File: src/rtl/gcm_pkg.sv
// Shared types and constants for the GCM counter-block scheduler.
// Holds the FSM state encoding and the per-issue tag carried beside the AES pipe.
package gcm_pkg;

    localparam int PIPE_DEPTH_DEF = 16;
    localparam int IV_W           = 96;
    localparam int CTR_W          = 32;
    localparam int BLK_W          = IV_W + CTR_W;
    localparam int NB_W           = 16;

    typedef enum logic [1:0] {
        IDLE,
        ISSUE_J0,
        ISSUE_CTR,
        DRAIN
    } state_t;

    typedef struct packed {
        logic valid;
        logic is_j0;
        logic last;
    } tag_t;

endpackage

File: src/rtl/gcm_tag_delay.sv
// Fixed-latency shift register that mirrors the AES pipeline depth,
// so each result can be matched with the tag of the block that produced it.
module gcm_tag_delay
    import gcm_pkg::*;
#(
    parameter int PIPE_DEPTH = PIPE_DEPTH_DEF
) (
    input  logic clk,
    input  logic rst,
    input  tag_t tag_in,
    output tag_t tag_out
);

    tag_t stage [PIPE_DEPTH];

    always_ff @(posedge clk) begin
        if (rst) begin
            for (int i = 0; i < PIPE_DEPTH; i++) begin
                stage[i] <= '0;
            end
        end else begin
            stage[0] <= tag_in;
            for (int i = 1; i < PIPE_DEPTH; i++) begin
                stage[i] <= stage[i-1];
            end
        end
    end

    assign tag_out = stage[PIPE_DEPTH-1];

endmodule

File: src/rtl/gcm_ctr_scheduler.sv
// GCM counter-mode block scheduler: issues J0 then N inc32 counter blocks
// into the AES pipeline, throttled by downstream result-buffer credits.
module gcm_ctr_scheduler
    import gcm_pkg::*;
#(
    parameter int PIPE_DEPTH = PIPE_DEPTH_DEF,
    parameter int BUF_DEPTH  = 20
) (
    input  logic             clk,
    input  logic             rst,
    input  logic             i_start,
    input  logic [0:95]      i_iv,
    input  logic [0:31]      i_ctr0,
    input  logic [15:0]      i_num_blocks,
    input  logic             i_res_pop,
    output logic             o_busy,
    output logic             o_ctr_valid,
    output logic [0:127]     o_ctr_block,
    output logic             o_res_valid,
    output logic             o_res_is_j0,
    output logic             o_done
);

    localparam int CR_W = $clog2(BUF_DEPTH + 1);
    localparam logic [CR_W-1:0] CR_MAX = CR_W'(BUF_DEPTH);

    state_t state;
    state_t state_nxt;

    logic [0:IV_W-1]  iv_q;
    logic [0:CTR_W-1] ctr_q;
    logic [NB_W-1:0]  left_q;
    logic [CR_W-1:0]  credits;

    logic issue;
    logic last_issue;
    logic pop_ok;
    tag_t tag_in;
    tag_t tag_out;

    assign issue = ((state == ISSUE_J0) || (state == ISSUE_CTR))
                   && (credits != '0);

    // left_q still holds N while in ISSUE_J0, so N = 0 makes J0 the last block
    assign last_issue = issue &&
        (((state == ISSUE_J0) && (left_q == '0)) ||
         ((state == ISSUE_CTR) && (left_q == NB_W'(1))));

    assign pop_ok = i_res_pop && (credits != CR_MAX);

    always_comb begin
        state_nxt = state;
        unique case (state)
            IDLE:      if (i_start) state_nxt = ISSUE_J0;
            ISSUE_J0:  if (issue) state_nxt = (left_q == '0) ? DRAIN : ISSUE_CTR;
            ISSUE_CTR: if (last_issue) state_nxt = DRAIN;
            DRAIN:     if (o_done) state_nxt = IDLE;
            default:   state_nxt = IDLE;
        endcase
    end

    always_ff @(posedge clk) begin
        if (rst) begin
            state   <= IDLE;
            iv_q    <= '0;
            ctr_q   <= '0;
            left_q  <= '0;
            credits <= CR_MAX;
        end else begin
            state <= state_nxt;
            if ((state == IDLE) && i_start) begin
                iv_q   <= i_iv;
                ctr_q  <= i_ctr0;
                left_q <= i_num_blocks;
            end else if (issue) begin
                ctr_q <= ctr_q + CTR_W'(1);
                if (state == ISSUE_CTR) left_q <= left_q - NB_W'(1);
            end
            // issue and pop together cancel, even with the pool full
            if (issue && !i_res_pop) begin
                credits <= credits - CR_W'(1);
            end else if (!issue && pop_ok) begin
                credits <= credits + CR_W'(1);
            end
        end
    end

    assign tag_in = '{valid: issue,
                      is_j0: issue && (state == ISSUE_J0),
                      last:  last_issue};

    gcm_tag_delay #(
        .PIPE_DEPTH(PIPE_DEPTH)
    ) u_tag_delay (
        .clk     (clk),
        .rst     (rst),
        .tag_in  (tag_in),
        .tag_out (tag_out)
    );

    assign o_busy      = (state != IDLE);
    assign o_ctr_valid = issue;
    assign o_ctr_block = {iv_q, ctr_q};
    assign o_res_valid = tag_out.valid;
    assign o_res_is_j0 = tag_out.valid && tag_out.is_j0;
    assign o_done      = tag_out.valid && tag_out.last;

endmodule

File: config.mk
export PLATFORM = sky130hd
export DESIGN_NAME = gcm_ctr_scheduler
export DESIGN_NICKNAME = d
export VERILOG_FILES = /design/src/rtl/gcm_pkg.sv /design/src/rtl/gcm_tag_delay.sv /design/src/rtl/gcm_ctr_scheduler.sv
export SDC_FILE = /design/constraint.sdc
export NUM_CORES = 1
export LEC_CHECK = 0
export ABC_AREA = 1
export BUFFER_PORTS_ARGS = -buffer_cell sky130_fd_sc_hd__buf_2
export CORE_ASPECT_RATIO = 1.4
export CORE_MARGIN = 2
export CORE_UTILIZATION = 50
export DETAILED_ROUTE_END_ITERATION = 12
export PLACE_DENSITY = 0.85
export SYNTH_ARGS = -nofsm -noshare
export SYNTH_HDL_FRONTEND = slang
export SYNTH_HIERARCHICAL = 1
export SYNTH_SLANG_ARGS = --single-unit
File: constraint.sdc
create_clock -name clk -period 2.9 [get_ports clk]
set_input_delay 0.29 -clock clk [delete_from_list [all_inputs] [get_ports clk]]
set_output_delay 0.29 -clock clk [all_outputs]
set_load 0.02 [all_outputs]
Word-level counts from Yosys, hierarchy flattened

Memory sizes are Yosys's and may differ from the RTL's.
Index checks and enable logic that the tools add are counted.

Add/sub/neg operators: 4
$mul: 0
Div/mod/pow operators: 0
Order comparisons: 0
Eq/ne operators: 9
Shifts and indexed selects: 0
Multiplexer cells: 32
Bitwise logic cells: 16
Reduce and logical (&&, ||, !) cells: 24

Operators with widths:

| operator                                                               | number |
|---|---|
| 32-bit two-way mux                                                     | 2 |
| 16-bit two-way mux                                                     | 3 |
| 3-bit two-way mux                                                      | 16 |
| 32-bit by 1-bit adder with 32-bit output, second input constant        | 1 |
| 16-bit by 1-bit equality test with 1-bit output, second input constant | 1 |
| 16-bit logical NOT                                                     | 1 |
| 1-bit OR                                                               | 16 |
| 16-bit by 1-bit subtractor with 16-bit output, second input constant   | 1 |
| 1-bit logical AND                                                      | 11 |
| 5-bit two-way mux                                                      | 2 |
| 2-bit two-way mux                                                      | 4 |
| 2-bit inequality test, second input constant                           | 4 |
| 2-bit one-hot mux with 4 select lines                                  | 1 |
| 2-bit nonzero test                                                     | 4 |
| 5-bit by 1-bit adder with 5-bit output, second input constant          | 1 |
| 5-bit inequality test, second input constant                           | 1 |
| 5-bit nonzero test                                                     | 1 |
| 5-bit by 1-bit subtractor with 5-bit output, second input constant     | 1 |
| 2-bit equality test, second input constant                             | 2 |
| 1-bit two-way mux                                                      | 4 |
| 4-bit AND reduction                                                    | 1 |
| 2-bit by 1-bit equality test with 1-bit output, second input constant  | 1 |
| 1-bit logical NOT                                                      | 2 |
| 2-bit logical NOT                                                      | 1 |
| 2 further kinds                                                        | 3 |

Bits in registers: 151
Latch bits: 0
Bits in writable memories: 48
Bits in read-only memories: 0
Output and inout bits: 133
Word-level logic and storage cells: 91
Memories kept: 1

Memory list:

| memory            | depth | width | rd ports | clocked after memory_dff | wr ports | RTL line            | text |
|---|---|---|---|---|---|---|---|
| u_tag_delay.stage | 16    | 3     | 16       | 0                        | 16       | gcm_tag_delay.sv:14 | `tag_t stage [PIPE_DEPTH];` |

Depth between registers and ports, before layout

Gate-level depths: netlist of run 1.

Word-level depth: 7
Depth in mapped cells: 15
Depth with buffers taken out: 15

By module

Netlist of run 1, hierarchy kept.

Modules (own cells, without submodules):

| module            | times used | cells an instance | area an instance (um^2) | seq. area each (um^2) |
|---|---|---|---|---|
| gcm_ctr_scheduler | 1          | 1079              | 7372.1                  | 3022.9 |
| gcm_tag_delay     | 1          | 152               | 1387.6                  | 960.9 |

Worst setup path after synthesis of run 1

OpenSTA, ideal clock, no wires.

Path kind: register to register
From: reg state[0]
To: reg credits[4]
Library setup time: 0.115 ns
Arrival: 1.714 ns
Slack: 1.072 ns
Cell stages (with the launch flop): 16
Period minus slack after synthesis: 1.828 ns
Cell sequence: dfxtp_1 inv_1 ha_1 nand3_2 nand2_1 nand2_1 inv_1 ha_1 inv_1 nand2_1 nand3_1 nand2_1 nand2_1 nand2_1 nand2_1 nand2_1

Cells in the longest elaborated chain, start to end: 6
Elaborated cells on any way between the ends: 9
Those cells by class: eq/ne: 2; mux: 1; reduce/logical: 6

RTL lines:

| item                                                                                         | RTL line                | text |
|---|---|---|
| start: declaration                                                                           | gcm_ctr_scheduler.sv:27 | `state_t state;` |
| start signal: assignment                                                                     | gcm_ctr_scheduler.sv:70 | `state <= state_nxt;` |
| 2-bit by 1-bit equality test with 1-bit output / 2-bit equality test (equally long branches) | gcm_ctr_scheduler.sv:41 | `assign issue = ((state == ISSUE_J0) \|\| (state == ISSUE_CTR))` |
| 1-bit logical OR (*)                                                                         | gcm_ctr_scheduler.sv:41 |  |
| 1-bit logical AND (*)                                                                        | gcm_ctr_scheduler.sv:42 | `&& (credits != '0);` |
| 1-bit logical NOT                                                                            | gcm_ctr_scheduler.sv:82 | `end else if (!issue && pop_ok) begin` |
| 1-bit logical AND                                                                            | gcm_ctr_scheduler.sv:82 |  |
| 2-bit nonzero test (no line)                                                                 | n/a                     |  |
| end signal: assignment                                                                       | gcm_ctr_scheduler.sv:81 | `credits <= credits - CR_W'(1);` |
| end signal: assignment                                                                       | gcm_ctr_scheduler.sv:83 | `credits <= credits + CR_W'(1);` |
| end: declaration                                                                             | gcm_ctr_scheduler.sv:33 | `logic [CR_W-1:0] credits;` |

Mark *: on every way between the ends. The rest lies on a longest branch, timed or not.
A chain may end at the register's enable or synchronous reset.

Final worst setup path of run 1

From: reg state[0]
To: out o_ctr_valid

Cells in the longest elaborated chain, start to end: 3
Elaborated cells on any way between the ends: 4
Those cells by class: eq/ne: 2; reduce/logical: 2

RTL lines:

| item                                                                                         | RTL line                | text |
|---|---|---|
| 2-bit by 1-bit equality test with 1-bit output / 2-bit equality test (equally long branches) | gcm_ctr_scheduler.sv:41 |  |
| 1-bit logical OR (*)                                                                         | gcm_ctr_scheduler.sv:41 |  |
| 1-bit logical AND (*)                                                                        | gcm_ctr_scheduler.sv:42 |  |
| end: declaration                                                                             | gcm_ctr_scheduler.sv:17 | `output logic o_ctr_valid,` |

Marked as above.

==> flow_summary_export.csv, run 1 <==
group,metric,value,unit
worst_setup_path,cp_top_family,"buffers and inverters",
final_layout,final_util,0.625,
global_routing,grt_pass1_wl,38200,um
cts,cts_buffers,17,
placed_design,place_ws,0.770,ns
yosys,ys_top_cells_by_area,"dfxtp_1 45%, nor2_1 15%, nand2_1 6.8%",
sta,maxSlewViolCount,0,
sta,worst_pin_slew,0.828,ns
final_layout,instances_no_fill,1724,
yosys,synth_top_area_frac,0.455,
cts,cts_resized,0,
global_routing,grt_pass1_vias,8077,
status,status,"complete, no violations",
detailed_routing,postRouteAntennaNets,0,
floorplan,io_pins,281,
detailed_routing,wl_per_cell,14.0,um
final_layout,drive_gt1_frac,0.243,
detailed_routing,drt_wl_total,24100,um
worst_setup_path,worst_setup_path_end_kind,"primary output",
sta,layout_worst_path_cycle_share,0.777,
placed_design,numPortBuffers,280,
cts,htree_levels,4,
global_routing,grt_overflow,0,
worst_setup_path,slowest_stage,"ha_1",
cts,cts_tree,"built",
final_layout,areaGrowthSynthToFinish,23.2,%
placed_design,place_inst,1692,
yosys,syn_nets,1389,
hold_path,hold_class,"in -> reg",
global_routing,antenna_found_initial,1,
pwr,ir_drop,0.632,mV
yosys,ys.warnings.count,6,
sta,setup_tns,0,ns
placed_design,gp_congestion,0.956,
worst_setup_path,start_kind,"register",
detailed_routing,drt_iter0_drc,660,
cts,cts_root_buffer,"clkbuf_16",
floorplan,fp-row-count,57,
floorplan,dieWidth,116,um
floorplan,initial_core_util,0.508,
cts,clk_latency,0.43,ns
yosys,syn_inst,1231,
sta,hold_viol,0,
sta,period_minus_slack,2.25,ns
placed_design,hpwlAfterDp,17300,um
worst_setup_path,worstPathMaxFanout,13,
global_routing,grt_max_degree,172,
sta,maxSlewHeadroom,0.448,
yosys,synth_seq_cells,199,
yosys,synth_cell_types,43,
cts,clock_path_buffers,2,
detailed_routing,vias,8806,
pwr,p_per_area,967,nW/um^2
yosys,avgSynthCellArea,7.12,um^2
cts,path_clk_slew,0.08,ns
worst_setup_path,cp_slowest_stage_delay,0.45,ns
floorplan,die_h,161,um
yosys,syn_area,8760,um^2
sta,layout_setup_ws,0.647,ns
global_routing,grt.total_usage,0.255,
worst_setup_path,path_class,"reg -> out",
worst_setup_path,cp_cell_sequence,"inv_1 -> ha_1 -> nand2_4 -> inv_4 -> buf_2",
detailed_routing,via_per_inst,5.11,
sta,fin_skew,0.0155,ns
sta,max_freq,444,MHz
cts,cts.sinks,199,
detailed_routing,drc,0,
run,drv_cap,0,
pwr,p_leak,5.01,nW
worst_setup_path,worst-path-buf-inv,3,
yosys,ys_seq_area_frac,0.455,
cts,post_cts_buffers,0,
final_layout,final.fill_count,1598,
final_layout,layout.nets,1633,
sta,fin_hold_ws,0.101,ns
worst_setup_path,cp.arrival,1.96,ns
cts,cts_hold_buf,0,
final_layout,diodes,0,
worst_setup_path,critPathRequiredTime,2.61,ns
sta,finalSetupViolCount,0,
yosys,synth_top_area_cell,"dfxtp_1",
floorplan,core,17300,um^2
floorplan,die_area,18600,um^2
detailed_routing,drt_pre_antenna_iters,5,
sta,rsz0062_at_grt,"no",
cell type report:
| cell class | count | area (um^2) | area share |
|---|---|---|---|
| Clock buffer | 18 | 429 | 0.0398 |
| Clock inverter | 14 | 149 | 0.0138 |
| Tap cell | 236 | 295 | 0.0274 |
| Inverter | 121 | 462 | 0.0428 |
| Timing Repair Buffer | 288 | 1490 | 0.138 |
| Sequential cell | 199 | 3980 | 0.369 |
| Multi-Input combinational cell | 848 | 3990 | 0.369 |
report_power, final:
part | switching (mW) | internal (mW)
clock | 1.15 | 1.16
sequential | 0.492 | 3.35
combinational | 2.91 | 1.37
final timing paths:
kind,startpoint,endpoint,slack [ns],cells after the start
worst min register to register,u_tag_delay/stage[2][9],u_tag_delay/stage[3][0],0.40,2
worst min-delay path,i_iv[7],iv_q[7],0.10,3
worst max-delay path,state[0],o_ctr_valid,0.65,5
worst max register to register,state[0],ctr_q[14],0.75,10
metrics by stage:
step / instance area, um^2 / power [mW]
2_1_floorplan: 8760 / 6.98
3_3_place_gp: 10200 / 8.03
3_5_place_dp: 10200 / 8.14
4_1_cts: 10800 / 10.4
5_1_grt: 10800 / 11.1
6_report: 10800 / 10.4
kinds of logic after synthesis:
family	count (synthesis)	synth area share
fa+ha+maj	10	0.0143
compound gates	197	0.123
buf+inv	184	0.0908
flops	199	0.455
xor+xnor	9	0.00900
simple gates	632	0.308
sequential cells by signal, summed over array words and instances (netlist names):
name	count
left_q	16
credits	5
iv_q	96
ctr_q	32
u_tag_delay/stage	48
state	2
synth_stat cells (all sizes together):
| master | count |
|---|---|
| inv | 120 |
| o21ai | 126 |
| dfxtp | 199 |
| a21oi | 41 |
| o21bai | 1 |
| nand2 | 166 |
| nor3 | 19 |
| nand3b | 6 |
| o211ai | 11 |
| nand4 | 17 |
| nand3 | 57 |
| a31oi | 9 |
| or2 | 2 |
| nor2 | 364 |
| a311oi | 2 |
| nor4 | 1 |
| a21boi | 1 |
| buf | 33 |
| xor2 | 5 |
| clkbuf | 30 |
| a211oi | 2 |
| ha | 10 |
| o221ai | 3 |
| xnor2 | 4 |
| clkinv | 1 |
| o2bb2ai | 1 |
worst register-to-register path, delay by kind of cell (launching register included):
kind / cells / cell delay, ns
and+or+nand+nor: 4 / 0.60
AOI/OAI and AO/OA: 2 / 0.19
DFF: 1 / 0.39
buffers and inverters: 3 / 0.42
adders and majority gates: 1 / 0.42
cells in the final DEF (no fill, tap or decap), drive strengths merged, types with 6 or more instances in the layout:
| cell | n |
|---|---|
| inv | 130 |
| nand4 | 17 |
| dfxtp | 199 |
| ha | 10 |
| nand3b | 6 |
| nand2 | 166 |
| buf | 288 |
| a21oi | 41 |
| clkbuf | 18 |
| o21ai | 126 |
| nor3 | 19 |
| o211ai | 11 |
| nand3 | 57 |
| nor2 | 364 |
| a31oi | 9 |
routing by layer:
| metal | part of all wire | wire length [um] | global-route usage |
|---|---|---|---|
| met1 | 0.38 | 9240 | 0.297 |
| met4 | 0.045 | 1090 | 0.136 |
| met3 | 0.083 | 1990 | 0.0626 |
| met5 | 0.00054 | 13 | 0 |
| met2 | 0.49 | 11800 | 0.425 |
Power figures use the tool's default switching activity.
==> run 2: changes to the inputs <==
Settings changed: CORE_UTILIZATION 50 to 46, PLACE_DENSITY 0.85 to 0.82.
Clock period 2.9 ns to 1.95 ns, I/O delays scaled along.
==> run 2 against run 1 <==
Effect of this change: wire length grew 8.7%; register-to-register slack lost 0.57 ns; largest cell class unchanged; design area grew 6.0%; clock-buffer cell count shrank 1; global-route usage rose by 0.056 points; clock skew decreased by 0.0012 ns; largest power group unchanged; worst hold slack got worse by 0.093 ns; sequential power grew 47%; via count rose by 3.1%; setup slack worse by 0.56 ns; critical path depth unchanged; combinational power grew 61%.
==> flow_summary_export.csv, run 2 (synthesis results as in run 1) <==
group,metric,value,unit
global_routing,grt_overflow,0,
sta,maxSlewHeadroom,0.723,
floorplan,io_pins,281,
detailed_routing,drt_pre_antenna_iters,5,
global_routing,antenna_found_initial,3,
cts,path_clk_slew,0.09,ns
cts,cts_buffers,17,
detailed_routing,drc,0,
worst_setup_path,worstPathMaxFanout,13,
worst_setup_path,crit_end,"o_ctr_valid",
final_layout,final_common_cell,"nor2_1",
pwr,internal-power,9.08,mW
sta,hold_viol,0,
sta,layout_worst_path_cycle_share,0.957,
global_routing,grt_pass1_vias,8571,
worst_setup_path,critPathRequiredTime,1.75,ns
sta,period_minus_slack,1.87,ns
sta,fin_hold_ws,0.00822,ns
final_layout,reg_top3,"iv_q (96), u_tag_delay/stage (48), ctr_q (32)",
final_layout,drive_gt1_frac,0.246,
pwr,switchingPower,7.03,mW
sta,max_freq,536,MHz
global_routing,grt.total_usage,0.255,
worst_setup_path,path_class,"reg -> out",
cts,cts_tree,"built",
floorplan,initial_core_util,0.471,
placed_design,gp_congestion,0.938,
sta,fin_skew,0.0143,ns
worst_setup_path,r2r_end,"left_q[14]",
hold_path,hold_class,"in -> reg",
floorplan,die_h,167,um
final_layout,final_cell_mix,"348 x nor2_1, 279 x buf_2, 199 x dfxtp_1",
placed_design,numPortBuffers,280,
global_routing,grt_max_degree,96,
placed_design,hpwlAfterDp,18400,um
detailed_routing,via_per_inst,5.07,
cts,clk_latency,0.44,ns
final_layout,top_register,"iv_q",
detailed_routing,wl_per_cell,14.7,um
worst_setup_path,worst_setup_path_end_kind,"primary output",
cts,htree_levels,4,
detailed_routing,postRouteAntennaNets,0,
pwr,p_leak,5.30,nW
cts,cts.sinks,199,
pwr,total_power,16.1,mW
final_layout,layout.nets,1689,
pwr,p_per_area,1410,nW/um^2
final_layout,instances_no_fill,1789,
sta,finalSetupViolCount,0,
detailed_routing,vias,9078,
detailed_routing,drt_iter0_drc,715,
sta,worst_pin_slew,0.416,ns
worst_setup_path,ff2ff_path_depth,9,
final_layout,final_util,0.615,
worst_setup_path,start_kind,"register",
placed_design,place_inst,1717,
status,status,"complete, no violations",
worst_setup_path,r2r_start,"state[0]",
pwr,p_comb_frac,0.426,
worst_setup_path,cp.arrival,1.67,ns
final_layout,final.fill_count,1682,
sta,layout_setup_ws,0.0847,ns
pwr,ir_drop,0.760,mV
floorplan,core,18600,um^2
hold_path,holdPathStages,3,
final_layout,design_area,11400,um^2
detailed_routing,drt_wl_total,26200,um
run,drv_cap,0,
placed_design,place_ws,0.0768,ns
cts,cts_root_buffer,"clkbuf_16",
cts,clock_path_buffers,2,
floorplan,dieWidth,121,um
pwr,seq_power_share,0.351,
worst_setup_path,regToRegSetupSlack,0.18,ns
global_routing,grt_pass1_wl,41400,um
sta,maxSlewViolCount,0,
pwr,sw_frac_of_total,0.436,
floorplan,die_area,20200,um^2
final_layout,largest_reg_flops,96,
pwr,p_clk_frac,0.223,
sta,rsz0062_at_grt,"no",
final_layout,areaGrowthSynthToFinish,30.5,%
worst_setup_path,cp-startpoint,"state[0]",
placed_design,place_area,10400,um^2
floorplan,fp-row-count,59,
sta,setup_tns,0,ns
[run 2: changes by cell type in the layout (fill, tap and decap cells not counted)]
cell and delta:
o21ai_2 +1, diode_2 +1, buf_4 +13, inv_12 +1, clkbuf_1 -1, buf_2 -1
ha_4 +1, clkinv_8 +4, dlygate4sd3_1 +40, ha_1 -1, o21ai_1 -1, buf_12 +4
inv_6 -4
[run 2: worst min path at each step]
stage / from / endpoint
4_1_cts: i_iv[13] / iv_q[13]
6_report: i_iv[13] / iv_q[13]
5_1_grt: i_iv[36] / iv_q[36]
3_5_place_dp: u_tag_delay/stage[0][4] / u_tag_delay/stage[0][7]
3_3_place_gp: u_tag_delay/stage[1][11] / u_tag_delay/stage[2][2]
2_1_floorplan: i_num_blocks[1] / left_q[1]
[run 2: area by class of cell]
cell class,instances,area [um^2],area share
Multi-Input combinational cell,848,4000,0.350
Inverter,121,462,0.0404
Clock inverter,15,195,0.0171
Antenna cell,1,2.50,0.000219
Clock buffer,17,425,0.0372
Tap cell,244,305,0.0267
Timing Repair Buffer,344,2060,0.180
Sequential cell,199,3980,0.348
[run 2: routing by layer]
layer | up-vias | GRT usage | routed length, um
li1 | 4515 | - | -
met1 | 4098 | 0.285 | 10000
met2 | 382 | 0.446 | 13100
met3 | 81 | 0.0695 | 1960
met4 | 2 | 0.120 | 1090
met5 | - | 0 | 13
[run 2: power by group through the flow]
stage / clock (mW) / combinational [mW] / sequential (mW)
after CTS: 3.67 / 6.81 / 5.63
after floorplan: 0 / 3.83 / 6.55
final: 3.59 / 6.87 / 5.65
after global routing: 3.84 / 7.60 / 5.76
after global placement: 0 / 6.60 / 5.68
after detailed placement: 0 / 6.69 / 5.72
[run 2: repair_timing]
action | 4_1_cts | 5_1_grt
buffers inserted | 0 | 0
hold endpoints to repair | 40 | 0
hold buffers | 40 | 0
gates resized for setup | 3 | 1
cloned | 0 | 0
endpoints found under the setup margin | 1 | 2
pin swaps | 0 | 0
[run 2: worst max-delay path, cell delays in order, from the launching register on]
cell and delay, ns:
dfxtp_1 0.34, inv_1 0.09, ha_4 0.32, nand2_4 0.12
inv_4 0.18, buf_4 0.18
==> run 3: changes to the inputs <==
Settings changed: CORE_ASPECT_RATIO 1.4 to 1.75.
==> run 3 against run 2 <==
Effect of this change: via count fell by 1.4%; register-to-register slack worse by 0.02 ns; clock power increased by 2%; cell count is 1.2% lower; setup slack improved by 0.011 ns; first-iteration DRC count is 22% lower; total power about the same; global-route usage increased by 0.57 points; wire length fell by 2.1%; clock-buffer cell count stayed put; critical path depth is 1 higher; worst hold slack better by 0.0076 ns.
==> flow_summary_export.csv, run 3 (synthesis results as in run 1) <==
group,metric,value,unit
status,status,"complete, no violations",
global_routing,grtUsageMet3,0.0727,
sta,layout_worst_path_cycle_share,0.951,
final_layout,regArea,3990,um^2
global_routing,globalRouteMet1Util,0.267,
placed_design,place_inst,1708,
sta,worst_pin_slew,0.822,ns
worst_setup_path,cp_top_family,"buffers and inverters",
detailed_routing,drc,0,
global_routing,gr-usage-met2,0.461,
worst_setup_path,start_kind,"register",
worst_setup_path,cp_common_cell,"buf_4",
global_routing,grt_pass1_wl,41600,um
worst_setup_path,cp.arrival,1.66,ns
pwr,p_clk_frac,0.226,
worst_setup_path,cp-startpoint,"state[0]",
cts,path_clk_slew,0.08,ns
sta,hold_viol,0,
final_layout,final_common_cell,"nor2_1",
worst_setup_path,critPathRequiredTime,1.75,ns
pwr,switchingPower,6.88,mW
global_routing,grt_max_degree,97,
sta,setup_tns,0,ns
detailed_routing,via_per_inst,5.07,
placed_design,numPortBuffers,280,
floorplan,core,18700,um^2
cts,post_cts_buffers,0,
pwr,p_comb_frac,0.421,
worst_setup_path,worst-path-buf-inv,4,
detailed_routing,postRouteAntennaNets,0,
worst_setup_path,path_class,"reg -> out",
worst_setup_path,worst_setup_path_end_kind,"primary output",
placed_design,place_ws,0.0506,ns
worst_setup_path,worstPathMaxFanout,7,
detailed_routing,drt_pre_antenna_iters,5,
sta,maxSlewViolCount,0,
cts,cts_buffers,17,
hold_path,worstHoldStart,"i_iv[41]",
sta,layout_setup_ws,0.0960,ns
global_routing,grt_pass1_vias,8861,
global_routing,antenna_found_initial,0,
pwr,ir_drop,1.00,mV
floorplan,die_h,187,um
cts,cts.sinks,199,
placed_design,hpwlAfterDp,18500,um
floorplan,fp-row-count,66,
cts,clock_path_buffers,2,
final_layout,drive_gt1_frac,0.250,
placed_design,gp_congestion,0.986,
worst_setup_path,r2r_start,"ctr_q[30]",
run,drv_cap,0,
final_layout,top_register,"iv_q",
pwr,seq_power_share,0.352,
hold_path,hold_class,"in -> reg",
global_routing,grt.total_usage,0.261,
final_layout,multi_input_area,4020,um^2
worst_setup_path,slowest_stage,"dfxtp_1",
sta,fin_skew,0.00691,ns
sta,rsz0062_at_grt,"no",
sta,max_freq,539,MHz
worst_setup_path,cp_slowest_stage_delay,0.34,ns
cts,cts_root_buffer,"clkbuf_16",
pwr,p_per_area,1430,nW/um^2
final_layout,layout.nets,1674,
worst_setup_path,cp_cell_sequence,"inv_1 -> ha_4 -> buf_4 -> nand2_8 -> inv_6 -> buf_4",
final_layout,largest_reg_flops,96,
final_layout,diodes,0,
sta,maxSlewHeadroom,0.452,
sta,finalSetupViolCount,0,
final_layout,instances_no_fill,1767,
final_layout,final_util,0.604,
floorplan,dieWidth,108,um
floorplan,initial_core_util,0.469,
final_layout,areaGrowthSynthToFinish,28.6,%
pwr,p_leak,5.21,nW
detailed_routing,wl_per_cell,14.5,um
detailed_routing,drt_wl_total,25700,um
cts,htree_levels,4,
floorplan,io_pins,281,
floorplan,die_area,20200,um^2
pwr,internal-power,9.24,mW
pwr,total_power,16.1,mW
pwr,sw_frac_of_total,0.427,
sta,period_minus_slack,1.85,ns
detailed_routing,vias,8951,
final_layout,final_cell_mix,"347 x nor2_1, 279 x buf_2, 198 x dfxtp_1",
final_layout,reg_top3,"iv_q (96), u_tag_delay/stage (48), ctr_q (32)",
global_routing,grt_overflow,0,
cts,clk_latency,0.43,ns
final_layout,final.fill_count,1760,
global_routing,top_usage_layer,"met2",
detailed_routing,drt_iter0_drc,559,
cts,cts_tree,"built",
run 3: cell count changes in the layout (fill, tap and decap cells not counted), moves of 2 or more:
cell and delta:
buf_12 -2, bufinv_16 +2, clkinvlp_4 +4, dlygate4sd3_1 -13, inv_8 +2, clkinv_8 -6
run 3: timing repair:
item                                   4_1_cts  5_1_grt
setup endpoints to repair                    1       11
hold buffers                                27        0
resized for setup                            4        5
endpoints found under the hold margin       27        0
run 3: per-layer routing:
metal	wire (um)	vias to the layer above
met5	0	-
met3	1810	85
met2	13200	345
li1	-	4472
met1	9200	4049
met4	1430	0
run 3: per-stage QoR:
step                hold WS [ns]  cell area, um^2
finish                    0.0158            11300
global route             0.00290            11300
CTS                     0.000131            11300
detailed placement         0.394            10300
global placement           0.390            10300
floorplan                  0.339             8760
run 3: worst paths after layout:
check | end | slack [ns] | cells past startpoint
max | o_ctr_valid | 0.1 | 6
min | iv_q[41] | 0.02 | 3
max reg2reg | ctr_q[13] | 0.16 | 9
min reg2reg | u_tag_delay/stage[3][9] | 0.40 | 2
run 3: worst register-to-register path, stage by stage, from the launching register on:
cell,delay [ns]
dfxtp_1,0.39
ha_1,0.20
nand2_1,0.09
nor2_2,0.19
nand3_2,0.17
nor2_2,0.16
nand3b_1,0.16
o21ai_2,0.23
nand2_1,0.08
nor2_1,0.09
run 3: area by class of cell:
cell class	instances	area share
clock inverters	15	0.0168
flip-flops and latches	199	0.354
multi-input cells	848	0.357
inverters	121	0.0412
well taps	238	0.0264
repair buffers	329	0.168
clock buffers	17	0.0378
run 3: power groups by stage:
stage	registers, mW	logic, mW	clock network, mW
2_1_floorplan	6.55	3.83	0
6_report	5.68	6.79	3.65
3_5_place_dp	5.75	6.60	0
3_3_place_gp	5.71	6.50	0
5_1_grt	5.79	7.57	3.91
4_1_cts	5.66	6.74	3.75
